`src/rtl/alu_arbiter.sv`:
```
// Two-requester arbiter in front of one shared combinational ALU.
// Round-robin grant, one op in flight, registered response.
module alu_arbiter #(
  parameter int DATA_WIDTH     = 32,
  parameter int CONTROLL_WIDTH = 4
) (
  input  logic                      clk_i,
  input  logic                      rst_ni,
  input  logic [1:0]                req_valid_i,
  output logic [1:0]                req_ready_o,
  input  logic [DATA_WIDTH-1:0]     req0_op1_i,
  input  logic [DATA_WIDTH-1:0]     req0_op2_i,
  input  logic [CONTROLL_WIDTH-1:0] req0_ctrl_i,
  input  logic [DATA_WIDTH-1:0]     req1_op1_i,
  input  logic [DATA_WIDTH-1:0]     req1_op2_i,
  input  logic [CONTROLL_WIDTH-1:0] req1_ctrl_i,
  output logic [DATA_WIDTH-1:0]     alu_op1_o,
  output logic [DATA_WIDTH-1:0]     alu_op2_o,
  output logic [CONTROLL_WIDTH-1:0] alu_ctrl_o,
  input  logic [DATA_WIDTH-1:0]     alu_result_i,
  input  logic                      alu_zero_i,
  output logic                      resp_valid_o,
  input  logic                      resp_ready_i,
  output logic                      resp_id_o,
  output logic [DATA_WIDTH-1:0]     resp_result_o,
  output logic                      resp_zero_o
);

  typedef enum logic [1:0] {
    IDLE = 2'd0,
    EXEC = 2'd1,
    RESP = 2'd2
  } state_t;

  state_t                    r_state;
  state_t                    w_state_nxt;
  logic                      r_ptr;
  logic                      r_req_id;
  logic [DATA_WIDTH-1:0]     r_op1;
  logic [DATA_WIDTH-1:0]     r_op2;
  logic [CONTROLL_WIDTH-1:0] r_ctrl;
  logic                      r_resp_id;
  logic [DATA_WIDTH-1:0]     r_resp_result;
  logic                      r_resp_zero;
  logic [1:0]                w_grant;
  logic [1:0]                w_ready;
  logic                      w_hs;
  logic                      w_hs_id;

  // Grant the sole requester, or the pointed-to one on contention
  always_comb begin
    w_grant = 2'b00;
    case (req_valid_i)
      2'b01:   w_grant = 2'b01;
      2'b10:   w_grant = 2'b10;
      2'b11:   w_grant = r_ptr ? 2'b10 : 2'b01;
      default: w_grant = 2'b00;
    endcase
  end

  // Ready only in IDLE and never while reset is held
  always_comb begin
    w_ready = 2'b00;
    if (rst_ni && (r_state == IDLE)) begin
      w_ready = w_grant;
    end
  end

  assign w_hs    = |(req_valid_i & w_ready);
  assign w_hs_id = w_ready[1];

  // State register
  always_ff @(posedge clk_i) begin
    if (!rst_ni) begin
      r_state <= IDLE;
    end else begin
      r_state <= w_state_nxt;
    end
  end

  // Next-state logic: IDLE -> EXEC -> RESP -> IDLE
  always_comb begin
    w_state_nxt = r_state;
    case (r_state)
      IDLE:    if (w_hs) w_state_nxt = EXEC;
      EXEC:    w_state_nxt = RESP;
      RESP:    if (resp_ready_i) w_state_nxt = IDLE;
      default: w_state_nxt = IDLE;
    endcase
  end

  // Capture granted operands and rotate the priority pointer
  always_ff @(posedge clk_i) begin
    if (!rst_ni) begin
      r_ptr    <= 1'b0;
      r_req_id <= 1'b0;
      r_op1    <= '0;
      r_op2    <= '0;
      r_ctrl   <= '0;
    end else if (w_hs) begin
      r_ptr    <= ~w_hs_id;
      r_req_id <= w_hs_id;
      r_op1    <= w_hs_id ? req1_op1_i : req0_op1_i;
      r_op2    <= w_hs_id ? req1_op2_i : req0_op2_i;
      r_ctrl   <= w_hs_id ? req1_ctrl_i : req0_ctrl_i;
    end
  end

  // Latch the ALU result at the end of the single EXEC cycle
  always_ff @(posedge clk_i) begin
    if (!rst_ni) begin
      r_resp_id     <= 1'b0;
      r_resp_result <= '0;
      r_resp_zero   <= 1'b0;
    end else if (r_state == EXEC) begin
      r_resp_id     <= r_req_id;
      r_resp_result <= alu_result_i;
      r_resp_zero   <= alu_zero_i;
    end
  end

  assign req_ready_o   = w_ready;
  assign alu_op1_o     = r_op1;
  assign alu_op2_o     = r_op2;
  assign alu_ctrl_o    = r_ctrl;
  assign resp_valid_o  = (r_state == RESP);
  assign resp_id_o     = r_resp_id;
  assign resp_result_o = r_resp_result;
  assign resp_zero_o   = r_resp_zero;

endmodule
```
`config.mk`:
```
export PLATFORM = sky130hd
export DESIGN_NAME = alu_arbiter
export DESIGN_NICKNAME = d
export VERILOG_FILES = /design/src/rtl/alu_arbiter.sv
export SDC_FILE = /design/constraint.sdc
export NUM_CORES = 1
export LEC_CHECK = 0
export CELL_PAD_IN_SITES_DETAIL_PLACEMENT = 0
export CELL_PAD_IN_SITES_GLOBAL_PLACEMENT = 1
export CORE_ASPECT_RATIO = 0.8
export CORE_MARGIN = 1.5
export CORE_UTILIZATION = 26
export DETAILED_ROUTE_END_ITERATION = 6
export PLACE_DENSITY = 0.79
export SLEW_MARGIN = 20
export SYNTH_ARGS = -nofsm -noshare
export SYNTH_HDL_FRONTEND = slang
export SYNTH_SLANG_ARGS = --single-unit
```
`constraint.sdc`:
```
create_clock -name clk_i -period 2.13 [get_ports clk_i]
set_input_delay 0.426 -clock clk_i [delete_from_list [all_inputs] [get_ports clk_i]]
set_output_delay 0.426 -clock clk_i [all_outputs]
set_load 0.01 [all_outputs]
```
# --- Word-level counts from Yosys, hierarchy flattened ---
# Index checks and enable logic that the tools add are counted.
word_totals:
  elab_cells: 31
  mem_bits_ro: 0
  register_bits: 106
  output_inout_bits: 105
  latchBits: 0
  in_bits: 174
  memories: 0
  ramBits: 0
classes:
  n_lt_le_gt_ge: 0
  n_mul: 0
  n_addsub: 0
  n_div: 0
  reduce_logical: 4
  shifts: 0
  n_eq_ne: 7
  bitwise_logic: 2
  muxes: 9
ops:
  columns: ["operator", "count"]
  rows:
  - ["2-to-1 mux 32 bit", 2]
  - ["one-hot mux 2 bit (3 select lines)", 2]
  - ["2-to-1 mux 2 bit", 4]
  - ["equality test 2 bit, second input constant", 3]
  - ["equality test 2 x 1 -> 1 bit, second input constant", 2]
  - ["2-to-1 mux 4 bit", 1]
  - ["AND 2 bit", 1]
  - ["logical NOT 2 bit", 1]
  - ["inequality test 2 x 1 -> 1 bit, second input constant", 1]
  - ["inequality test 2 bit, second input constant", 1]
  - ["AND reduction 2 bit", 1]
  - ["OR reduction 2 bit", 1]
  - ["logical AND 1 bit", 1]
  - ["NOT 1 bit", 1]

# --- Depth between registers and ports, before layout ---
logic_depth:
  depth_word: 7
  depth_mapped: 6
  ltp_nobuf: 3

# --- Worst setup path after synthesis ---
# Ideal clock, no wire load.
synth_timing:
  kind: "input-to-output"
  startpoint: "input port rst_ni"
  endpoint: "output port req_ready_o[0]"
  slack_ps: 403
  path_buffers: 1
  cell_stages: 3
  t_required_ps: 1704
  t_arrival_ps: 1301
  path_cell_list: "nor3b_2 -> clkbuf_1 -> and3_1"
synth_via:
  elab_chain_len: 2
synth_lines:
  columns: ["item", "line", "source"]
  rows:
  - ["from (decl)", "8", "input logic rst_ni,"]
  - ["logical AND 1 bit", "64", "if (rst_ni && (r_state == IDLE)) begin"]
  - ["2-to-1 mux 2 bit", "64", null]
  - ["to (decl)", "10", "output logic [1:0] req_ready_o,"]
# Every way passes these cells.

# --- Worst setup path after layout ---
layout_timing:
  startpoint: "register r_state[1]"
  endpoint: "output port resp_valid_o"
layout_via:
  elab_chain_len: 1
layout_lines:
  columns: ["item", "line", "source"]
  rows:
  - ["from (decl)", "35", "state_t r_state;"]
  - ["from (signal assigned)", "77", "r_state <= w_state_nxt;"]
  - ["equality test 2 bit", "126", "assign resp_valid_o = (r_state == RESP);"]
  - ["to (decl)", "22", "output logic resp_valid_o,"]
# Every way passes these cells.

==> out/qor.yml <==
grt_max_degree: 63
globalRouteTotalUtil_pct: 17.4
drt_wl_total_um: 15600
multi_input_area_mm2: 0.00206
drc: 0
syn_avg_cell_area_um2: 10.3
final_util_pct: 46.5
syn-cell-area_mm2: 0.00443
min_to: "resp_result_o[11]$_SDFFE_PN0N_"
globalplace.congestion: 0.799
numCtsBuffers: 9
finalCritPeriodShare_pct: 94.5
ys.flop_type: "dfxtp_1"
synth_xor_area_share_pct: 0
synth-adder-area-share_pct: 0
yosys_warnings: 0
worstPathArrival_ns: 1.59
slew_headroom_pct: 59.4
die_x_um: 149
path_clk_slew_ns: 0.07
vias_per_cell: 5.00
via_count: 4561
yosysMostFrequentCell: "dfxtp_1"
synth_edf_count: 0
regArea_mm2: 0.00212
fin_crit_ns: 2.01
reg2reg_setup_slack_ns: 0.33
critPathKind: "flop to output port"
place_area_mm2: 0.00743
synth_compound_area_share_pct: 25.4
finalSetupViolCount: 0
rsz0062_at_grt: "no"
yosysTopAreaCell: "dfxtp_1"
r2r_cells: 5
std_cell_rows: 42
start_util_pct: 26.7
fmax_ghz: 0.497
async_flop_share_pct: 0
drive_gt1_share_pct: 5.78
tightest_slew_ns: 0.608
cts_sinks: 106
antenna_found_initial: 1
diodes: 0
core_mm2: 0.0166
endpoint_kind: "output port"
cp.required_ns: 1.70
fp.dieH_um: 120
stdcell_count: 912
netlist_instances: 431
first_pass_iters: 5
path_max_fanout: 5
syn-num-nets: 605
final_area_mm2: 0.00771
leakagePower_uw: 0.00282
synth-simple-area-share_pct: 20.7
dp_hpwl_um: 11000
timing.rr.end: "alu_op2_o[19]$_SDFFE_PN0P_"
dp.cells: 894
synth_top_family_by_area: "compound AO/OA/AOI/OAI gates"
dieArea_mm2: 0.0178
synth_mux_area_share_pct: 0
postRouteAntennaNets: 0
status: "complete, no violations"
finalHoldViolations: 0
wire_per_inst_um: 17.1
clock_path_buffers: 2
start_kind: "flop"
grt_pass1_wl_um: 24300
ys_seq_area_share_pct: 47.9
r2r_start: "r_state[1]$_SDFFE_PN0P_"
hold_buffers: 0
final.setup.tns_ns: 0
final_max_slew_viol_count: 0
insertion_delay_ns: 0.35
cts_root_buf: "clkbuf_16"
synth.distinct_cells: 25
power_density_mw_per_mm2: 670
hp-class: "flop to flop"
min_delay_path_depth: 2
synthTopCellsByArea: "dfxtp_1, a221o_1, and4_1"
ios: 279
overflow: 0
hp-start: "resp_result_o[11]$_SDFFE_PN0N_"
synthDominantCellAreaShare_pct: 47.9
fill_cells: 1577
grt_pass1_vias: 4644
cts_tree: "built"
finalClockSkew_ns: 0.00811
synth-seq-cells: 106
area_growth_pct: 74.2
max-cap-violations: 0
final_nets: 861
drtIter0Drc: 263
peakVddDrop_uv: 348
cts_htree_levels: 3
synth_common_cells: "dfxtp_1, nand2_1, a221o_1, and4_1, clkbuf_1"
numPortBuffers: 278
==> critical path, stage by stage, from the launching register on <==
cell and delay, ns:
dfxtp_1 0.46, nor2b_1 0.19, clkdlybuf4s50_1 0.59
==> area by class of cell <==
cell class	count	area share, %
clock buffers	10	2.97
clock inverters	6	0.568
multi-input cells	273	26.7
well taps	220	3.57
flip-flops and latches	106	27.5
repair buffers	297	38.7
==> routing by layer <==
layer / wire [um] / global-route usage (%) / up-vias
met5: 12 / 0 / -
met4: 293 / 5.82 / 2
met3: 1220 / 5.40 / 24
met2: 7460 / 29.3 / 189
met1: 6620 / 20.9 / 2168
li1: - / - / 2178
==> flip-flops by register name, summed over array words and instances, names as in the netlist <==
signal and cells:
alu_op2_o 32, resp_result_o 32, alu_op1_o 32, r_state 2, r_ptr 1, alu_ctrl_o 4, r_req_id 1, resp_id_o 1
resp_zero_o 1
==> where the power goes <==
group | internal [uW] | switching, uW
clock | 794 | 766
combinational | 815 | 518
sequential | 2170 | 108
total | 3770 | 1390
==> stage by stage <==
step           power (uW)  hold slack, ns  worst slack [ns]
2_1_floorplan        2820           0.427             0.403
3_3_place_gp         3630           0.441            -0.333
3_5_place_dp         3650           0.444            -0.315
4_1_cts              5230           0.455           0.00524
5_1_grt              5430           0.477           0.00395
6_report             5170           0.453             0.117
==> layout by cell type (no fill, tap or decap), types with 9 or more instances in the layout <==
master / synthesis / routed
a32o_1: 17 / 17
dfxtp_1: 106 / 106
a221o_1: 51 / 51
buf_4: 4 / 14
nand2_1: 69 / 69
a31o_1: 17 / 17
nand3b_1: 17 / 17
and4_1: 51 / 51
a21boi_1: 34 / 34
clkbuf_16: 0 / 9
clkdlybuf4s50_1: 0 / 275
==> timing repair <==
item,in CTS,in global routing
resized for setup,5,2
endpoints found under the setup margin,2,2
setup buffers,2,0
==> cells by family after synthesis <==
kind of cell,after synthesis
and+or+nand+nor,149
AOI/OAI and AO/OA,124
DFF,106
buffers and inverters,52
==> worst max-delay path by stage <==
stage / to / from / cells past startpoint / slack, ns
5_1_grt: resp_valid_o / r_state[1]$_SDFFE_PN0P_ / 2 / 0.004
2_1_floorplan: req_ready_o[0] / rst_ni / 3 / 0.40
6_report: resp_valid_o / r_state[1]$_SDFFE_PN0P_ / 2 / 0.12
4_1_cts: req_ready_o[1] / rst_ni / 5 / 0.005
3_5_place_dp: req_ready_o[1] / rst_ni / 5 / -0.31
3_3_place_gp: req_ready_o[1] / rst_ni / 5 / -0.33
(Power assumes the default switching activity.)
